`src/rtl/rv32_pkg.sv`:
```
// Shared RV32 fetch definitions: machine widths, default boot address and fetch FSM states.
package rv32_pkg;

    localparam int XLEN = 32;
    localparam int ILEN = 32;

    localparam logic [XLEN-1:0] DEFAULT_RESET_PC = 32'h0000_0000;
    localparam logic [XLEN-1:0] PC_STEP          = 32'd4;

    typedef enum logic [1:0] {
        ST_FETCH = 2'd0,
        ST_HOLD  = 2'd1,
        ST_FAULT = 2'd2
    } fetch_state_t;

    function automatic logic is_word_aligned(input logic [XLEN-1:0] addr);
        return addr[1:0] == 2'b00;
    endfunction

endpackage

```
`src/rtl/pc_next_sel.sv`:
```
// Next-PC mux: redirect target, sequential PC+4 (wraps mod 2^32) or hold.
// Latency: purely combinational.
// Backpressure: none; the caller folds stall into advance.
module pc_next_sel
    import rv32_pkg::*;
(
    input  logic [XLEN-1:0] pc,
    input  logic [XLEN-1:0] branch_address,
    input  logic            redirect,
    input  logic            advance,
    output logic [XLEN-1:0] pc_next
);

    always_comb begin
        pc_next = pc;
        if (redirect) begin
            pc_next = branch_address;
        end else if (advance) begin
            pc_next = pc + PC_STEP;
        end
    end

endmodule

```
`src/rtl/pc_fetch.sv`:
```
// Instruction fetch: issues one imem read per instruction and holds the result for the consumer.
// Latency: ack edge -> instr_valid next cycle; best case one instruction every 2 cycles.
// Backpressure: stall freezes the held instruction; redirects override stall and in-flight reads.
module pc_fetch
    import rv32_pkg::*;
#(
    parameter logic [XLEN-1:0] RESET_PC = DEFAULT_RESET_PC
) (
    input  logic            clk,
    input  logic            rst_n,
    input  logic            branch_taken,
    input  logic [XLEN-1:0] branch_address,
    input  logic            stall,
    output logic            imem_req,
    output logic [XLEN-1:0] imem_addr,
    input  logic            imem_ack,
    input  logic [ILEN-1:0] imem_rdata,
    output logic            instr_valid,
    output logic [ILEN-1:0] instr,
    output logic [XLEN-1:0] instr_pc,
    output logic            misaligned
);

    fetch_state_t    state_q;
    logic [XLEN-1:0] pc_q;
    logic [XLEN-1:0] pc_next;
    logic            req_q;
    logic            valid_q;
    logic [ILEN-1:0] instr_q;
    logic [XLEN-1:0] instr_pc_q;
    logic            misaligned_q;

    logic live;
    logic redirect_ok;
    logic redirect_bad;
    logic advance;

    // A faulted block ignores every redirect until reset.
    assign live         = (state_q != ST_FAULT);
    assign redirect_ok  = live && branch_taken && is_word_aligned(branch_address);
    assign redirect_bad = live && branch_taken && !is_word_aligned(branch_address);
    assign advance      = (state_q == ST_HOLD) && !stall;

    pc_next_sel u_pc_next_sel (
        .pc             (pc_q),
        .branch_address (branch_address),
        .redirect       (redirect_ok),
        .advance        (advance),
        .pc_next        (pc_next)
    );

    always_ff @(posedge clk or negedge rst_n) begin
        if (!rst_n) begin
            state_q      <= ST_FETCH;
            pc_q         <= RESET_PC;
            req_q        <= 1'b0;
            valid_q      <= 1'b0;
            instr_q      <= '0;
            instr_pc_q   <= '0;
            misaligned_q <= 1'b0;
        end else begin
            pc_q <= pc_next;
            if (redirect_bad) begin
                state_q      <= ST_FAULT;
                instr_pc_q   <= branch_address;
                misaligned_q <= 1'b1;
                req_q        <= 1'b0;
                valid_q      <= 1'b0;
            end else begin
                case (state_q)
                    ST_FETCH: begin
                        if (redirect_ok) begin
                            // An unacked read is abandoned by dropping req for one cycle.
                            req_q <= !(req_q && !imem_ack);
                        end else if (req_q && imem_ack) begin
                            instr_q    <= imem_rdata;
                            instr_pc_q <= pc_q;
                            valid_q    <= 1'b1;
                            req_q      <= 1'b0;
                            state_q    <= ST_HOLD;
                        end else begin
                            req_q <= 1'b1;
                        end
                    end
                    ST_HOLD: begin
                        if (redirect_ok || !stall) begin
                            valid_q <= 1'b0;
                            req_q   <= 1'b1;
                            state_q <= ST_FETCH;
                        end
                    end
                    ST_FAULT: begin
                        req_q   <= 1'b0;
                        valid_q <= 1'b0;
                    end
                    default: begin
                        state_q <= ST_FAULT;
                        req_q   <= 1'b0;
                        valid_q <= 1'b0;
                    end
                endcase
            end
        end
    end

    assign imem_req    = req_q;
    assign imem_addr   = pc_q;
    assign instr_valid = valid_q;
    assign instr       = instr_q;
    assign instr_pc    = instr_pc_q;
    assign misaligned  = misaligned_q;

endmodule

```
`config.mk`:
```
export PLATFORM = sky130hd
export DESIGN_NAME = pc_fetch
export DESIGN_NICKNAME = d
export VERILOG_FILES = /design/src/rtl/rv32_pkg.sv /design/src/rtl/pc_next_sel.sv /design/src/rtl/pc_fetch.sv
export SDC_FILE = /design/constraint.sdc
export NUM_CORES = 1
export LEC_CHECK = 0
export BUFFER_PORTS_ARGS = -buffer_cell sky130_fd_sc_hd__buf_2
export CAP_MARGIN = 10
export CELL_PAD_IN_SITES_DETAIL_PLACEMENT = 0
export CELL_PAD_IN_SITES_GLOBAL_PLACEMENT = 1
export CORE_ASPECT_RATIO = 0.7
export CORE_MARGIN = 2
export CORE_UTILIZATION = 36
export CTS_CLUSTER_DIAMETER = 30
export DETAILED_ROUTE_END_ITERATION = 10
export PLACE_DENSITY = 0.76
export SETUP_SLACK_MARGIN = 0.15
export SYNTH_ARGS = -nofsm -noshare
export SYNTH_HDL_FRONTEND = slang
export SYNTH_SLANG_ARGS = --single-unit
```
`constraint.sdc`:
```
create_clock -name clk -period 2.2 [get_ports clk]
set_input_delay 0.22 -clock clk [delete_from_list [all_inputs] [get_ports clk]]
set_output_delay 0.22 -clock clk [all_outputs]
set_load 0.05 [all_outputs]
```
==> out/metrics.cfg, run 1 <==
[global_routing]
met2_usage_pct=29.3
grt.total_usage_pct=18.9
top_usage_layer=met2
grt_util_met1_pct=27.0
grt-ovfl-total=0
grt_max_degree=59
antenna_found_initial=1
grt_pass1_vias=3937
grt_pass1_wl_um=20700
grtUsageMet3_pct=4.91

[setup_path]
cp_max_fo=9
critPathKind=reg2reg
end_kind=flop
slowest_delay_ps=490
crit_slowest_cell=or3b_4
crit_arrival_ps=2080
path_cells=or3b_4 > nor2_4 > buf_4 > and3_1 > xnor2_1 > o21ai_0
start_kind=flop
critPathRequiredTime_ps=2410

[yosys]
synthCells=493
synth_area_um2=4590
synth_nets=563
syn_avg_cell_area_um2=9.31
yosysSeqAreaShare_pct=55.1
yosys_warnings=0
yosysTopAreaCell=dfrtp_1
synth.top_cell.area_share_pct=55.1
ys_ff_latch=101
synth.distinct_cells=39
synth_area_leaders=dfrtp_1, nand2_1, o22ai_1

[placed_design]
place_hpwl_um=9320
pre_cts_ws_ps=330
gp_congestion=0.836
port_buffers=167
placedCellCount=809

[timing]
period_needed_ps=1870
grt_setup_unrepaired=false
hold_viol_final=0
max_freq_mhz=534
worst_slew_pin_slew_ps=808
setup_ws_ps=328
setup_viol=0
slew_viol_final=0
setup-tns-final_ps=0
maxSlewHeadroom_pct=45.4
fin_crit_sh_pct=85.1
finalClockSkew_ps=10.3

[final_layout]
antennaDiodeCount=0
area_delta_synth_final_pct=29.7
layout_common_cells=buf_2, nand2_1, dfrtp_1, a21oi_1, inv_1
final_common_cell=buf_2
final_cells=826
fin_nets=729
drive_above_1_share_pct=31.6
nFillCells=1248

[die]
coreArea_um2=12400
die_w_um=139
initial_core_util_pct=37.0
die_y_um=98.5
pin_count=168
fp.dieArea_um2=13700
rows=34

[flow_run]
maxCapViolCount=0

[clock_tree]
cts.sinks=101
cts-root-buf=clkbuf_16
clk_path_buf_depth=2
cts_tree=done
cts_hold_buffers=1
h-tree-depth=3
numCtsBuffers=9
clk_latency_ps=340
clk_pin_slew_worst_paths_ps=70
post_cts_buffers=0
post_cts_resized=0

[routing]
first_iter_violations=183
via_count=4044
drc=0
wirelength_um=12700
routedWlPerCell_um=15.3
viasPerCell=4.90
dr.pass1.iters=4
antenna_left=0

[power]
ir_worst_vdd_mv=0.873
p_leak_nw=3.04
power_density_nw_per_um2=1590

[min_path]
hp-class=in2reg

[status]
run_status=finished clean

[area by class of cell]
class | instances | area [um^2] | share of cell area [%]
tap | 162 | 203 | 3.40
clock inverter | 3 | 45.0 | 0.756
clock buffer | 13 | 250 | 4.20
multi-input combinational | 332 | 1830 | 30.7
inverter | 33 | 124 | 2.08
sequential | 101 | 2530 | 42.4
timing repair buffer | 182 | 978 | 16.4
[report_power, final]
| part | switching (mW) | total [mW] | internal, mW | leakage, nW |
|---|---|---|---|---|
| sequential | 0.683 | 3.29 | 2.61 | 1.24 |
| clock | 0.669 | 1.58 | 0.915 | 0.136 |
| combinational | 3.59 | 4.61 | 1.02 | 1.67 |
| total | 4.94 | 9.48 | 4.55 | 3.04 |
[synth_stat cells (all sizes together)]
| master | n |
|---|---|
| inv | 33 |
| o22ai | 30 |
| a21oi | 35 |
| nor4b | 1 |
| mux2 | 2 |
| nor4 | 2 |
| a2111oi | 1 |
| mux2i | 1 |
| nand2 | 135 |
| and2 | 5 |
| nor2 | 8 |
| or2 | 1 |
| o21ai | 32 |
| xor2 | 18 |
| nor3 | 4 |
| nand4 | 17 |
| clkbuf | 18 |
| xnor2 | 12 |
| nand2b | 2 |
| and3 | 8 |
| buf | 9 |
| dfrtp | 101 |
| or3b | 1 |
| o31ai | 1 |
| nor3b | 1 |
| and4 | 4 |
| nor2b | 2 |
| ha | 1 |
| nand3 | 8 |
[worst paths after layout]
kind	startpoint	to	slack, ps	cells after the start
max in group asynchronous	rst_n	instr[6]$_DFFE_PN0P_	1140	3
min in group asynchronous	rst_n	instr_pc[26]$_DFFE_PN0P_	400	2
max reg2reg	state_q[0]$_DFFE_PN0P_	imem_addr[7]$_DFFE_PN0P_	330	6
max	state_q[0]$_DFFE_PN0P_	imem_addr[7]$_DFFE_PN0P_	330	6
min	imem_rdata[14]	instr[14]$_DFFE_PN0P_	70	3
min reg2reg	misaligned$_DFFE_PN0N_	misaligned$_DFFE_PN0N_	470	1
[metal layers]
layer | vias to the layer above | part of all wire (%)
met4 | 2 | 0.94
met2 | 101 | 45
li1 | 1982 | -
met3 | 12 | 5.7
met1 | 1947 | 48
met5 | - | 0.10
[logic make-up (layout without fill, tap and decap cells)]
family,after synthesis,after routing,synth area share (%)
and+or+nand+nor,199,199,20.4
DFF,101,101,55.1
AOI/OAI and AO/OA,99,99,12.4
buffers and inverters,60,231,5.42
xor gates and xnor gates,30,30,5.72
muxes,3,3,0.709
adders and majority gates,1,1,0.273
[critical path: cells and delay by family, from the launching register on]
family	cells	cell delay, ps
simple gates	3	920
flops	1	450
buf+inv	1	190
xor+xnor	1	110
compound gates	1	80
[state kept, by name, summed over array words and instances, names as in the netlist]
| signal | flops |
|---|---|
| imem_addr | 32 |
| instr | 32 |
| instr_pc | 32 |
| state_q | 2 |
| imem_req | 1 |
| instr_valid | 1 |
| misaligned | 1 |
[metrics by stage]
step           area, um^2  utilization, %  power (mW)  hold WS [ps]
6_report             5950            47.9        9.48          72.7
5_1_grt              5950            47.9        10.0          68.1
4_1_cts              5950            47.9        9.58          58.9
3_5_place_dp         5650            45.5        7.96           257
3_3_place_gp         5650            45.5        7.89           261
2_1_floorplan        4590               -        6.68         -75.6
Note: power is estimated with default switching activity, not from simulation.
==> inputs of run 2 (changes only) <==
--- a/config.mk
+++ b/config.mk
@@ -14,6 +14,7 @@
 export CORE_UTILIZATION = 36
 export CTS_CLUSTER_DIAMETER = 30
 export DETAILED_ROUTE_END_ITERATION = 10
+export MAX_ROUTING_LAYER = met4
 export PLACE_DENSITY = 0.76
 export SETUP_SLACK_MARGIN = 0.15
 export SYNTH_ARGS = -nofsm -noshare
==> run 2 against run 1 <==
Against the previous run:
- critical path depth unchanged
- final cell count is 0.12% higher
- core utilization about the same
- largest cell class unchanged
- largest power group unchanged
==> out/metrics.cfg, run 2 (synthesized netlist as in run 1, its figures left out) <==
[placed_design]
gp_congestion=0.849
place_hpwl_um=9320
pre_cts_ws_ps=330
port_buffers=167

[setup_path]
crit_arrival_ps=2080
cp_max_fo=9
end_kind=flop
critPathRequiredTime_ps=2410
start_kind=flop
r2r_cells=6
r2r_setup_slack_ps=330
critPathKind=reg2reg
r2r-start=state_q[0]$_DFFE_PN0P_
r2r-end=imem_addr[7]$_DFFE_PN0P_

[global_routing]
grt_util_met1_pct=27.3
grt_pass1_wl_um=20700
grtUsageMet3_pct=4.52
top_usage_layer=met2
grt-ovfl-total=0
grt_pass1_vias=3941
grt_max_degree=59
antenna_found_initial=1
met2_usage_pct=29.2
grt.total_usage_pct=19.5

[clock_tree]
clk_latency_ps=340
cts.sinks=101
h-tree-depth=3
clk_pin_slew_worst_paths_ps=70
numCtsBuffers=9
cts_tree=done
post_cts_buffers=0
clk_path_buf_depth=2
cts-root-buf=clkbuf_16

[routing]
drc=0
antenna_left=0
dr.pass1.iters=5
routedWlPerCell_um=15.3
wirelength_um=12700
viasPerCell=4.89
first_iter_violations=219
via_count=4043

[die]
rows=34
die_y_um=98.5
fp.dieArea_um2=13700
die_w_um=139
coreArea_um2=12400
pin_count=168
initial_core_util_pct=37.0

[timing]
worst_slew_pin_slew_ps=800
fin_crit_sh_pct=84.9
period_needed_ps=1870
max_freq_mhz=535
grt_setup_unrepaired=false
setup-tns-final_ps=0
maxSlewHeadroom_pct=45.9
hold_viol_final=0
setup_viol=0
finalClockSkew_ps=10.1
setup_ws_ps=332
slew_viol_final=0
hold_ws_ps=71.3

[power]
ir_worst_vdd_mv=0.878
p_leak_nw=3.04
power_density_nw_per_um2=1590

[final_layout]
fin_util_pct=48.0
layout_common_cells=buf_2, nand2_1, dfrtp_1, a21oi_1, inv_1
drive_above_1_share_pct=31.6
final_common_cell=buf_2
fin_nets=729
area_delta_synth_final_pct=29.8

[flow_run]
maxCapViolCount=0

[min_path]
holdPathEnd=instr[12]$_DFFE_PN0P_
hold-path-cell-count=3
hp-class=in2reg
min-delay-start=imem_rdata[12]

[status]
run_status=finished clean

[run 2: cell types whose count changed in the layout (fill, tap and decap cells not counted)]
cell	delta
diode_2	+1
[run 2: timing repair]
item	4_1_cts	5_1_grt
setup endpoints to repair	0	0
hold buffers	1	0
gates resized for setup	0	0
endpoints found under the hold margin	41	0
[run 2: metal layers]
| layer | vias up | wire [um] |
|---|---|---|
| li1 | 1985 | - |
| met1 | 1936 | 6210 |
| met2 | 110 | 5750 |
| met3 | 12 | 631 |
| met4 | 0 | 90 |
| met5 | - | 0 |
[run 2: final cells by class]
cell class / count / area, um^2
antenna: 1 / 2.50
clock buffer: 13 / 250
clock inverter: 3 / 45.0
fill: 1247 / 6460
inverter: 33 / 124
multi-input combinational: 332 / 1830
sequential: 101 / 2530
tap: 162 / 203
timing repair buffer: 182 / 978
[run 2: per-stage QoR]
stage / instances / cell area [um^2] / power (mW)
after floorplan: 493 / 4590 / 6.68
after global placement: 809 / 5650 / 7.89
after detailed placement: 809 / 5650 / 7.96
after CTS: 826 / 5950 / 9.58
after global routing: 827 / 5960 / 10.0
final: 827 / 5960 / 9.48
[run 2: power breakdown]
group / total, mW / switching, mW / internal [mW]
Sequential: 3.29 / 0.681 / 2.61
Combinational: 4.61 / 3.59 / 1.02
Clock: 1.58 / 0.668 / 0.915
Total: 9.48 / 4.94 / 4.55
[run 2: critical path: stages, from the launching register on]
cell and delay, ps:
dfrtp_1 450, or3b_4 490, nor2_4 250, buf_4 190
and3_1 170, xnor2_1 110, o21ai_0 80
[run 2: how the worst max path moves through the flow]
stage / startpoint / to / slack, ps / depth (start not counted)
floorplan: imem_addr[17]$_DFFE_PN0P_ / imem_addr[31]$_DFFE_PN0P_ / 280 / 6
global route: state_q[0]$_DFFE_PN0P_ / imem_addr[9]$_DFFE_PN0P_ / 220 / 6
finish: state_q[0]$_DFFE_PN0P_ / imem_addr[7]$_DFFE_PN0P_ / 330 / 6
global placement: state_q[0]$_DFFE_PN0P_ / imem_addr[7]$_DFFE_PN0P_ / 370 / 6
CTS: state_q[0]$_DFFE_PN0P_ / imem_addr[9]$_DFFE_PN0P_ / 330 / 6
detailed placement: state_q[0]$_DFFE_PN0P_ / imem_addr[9]$_DFFE_PN0P_ / 330 / 6
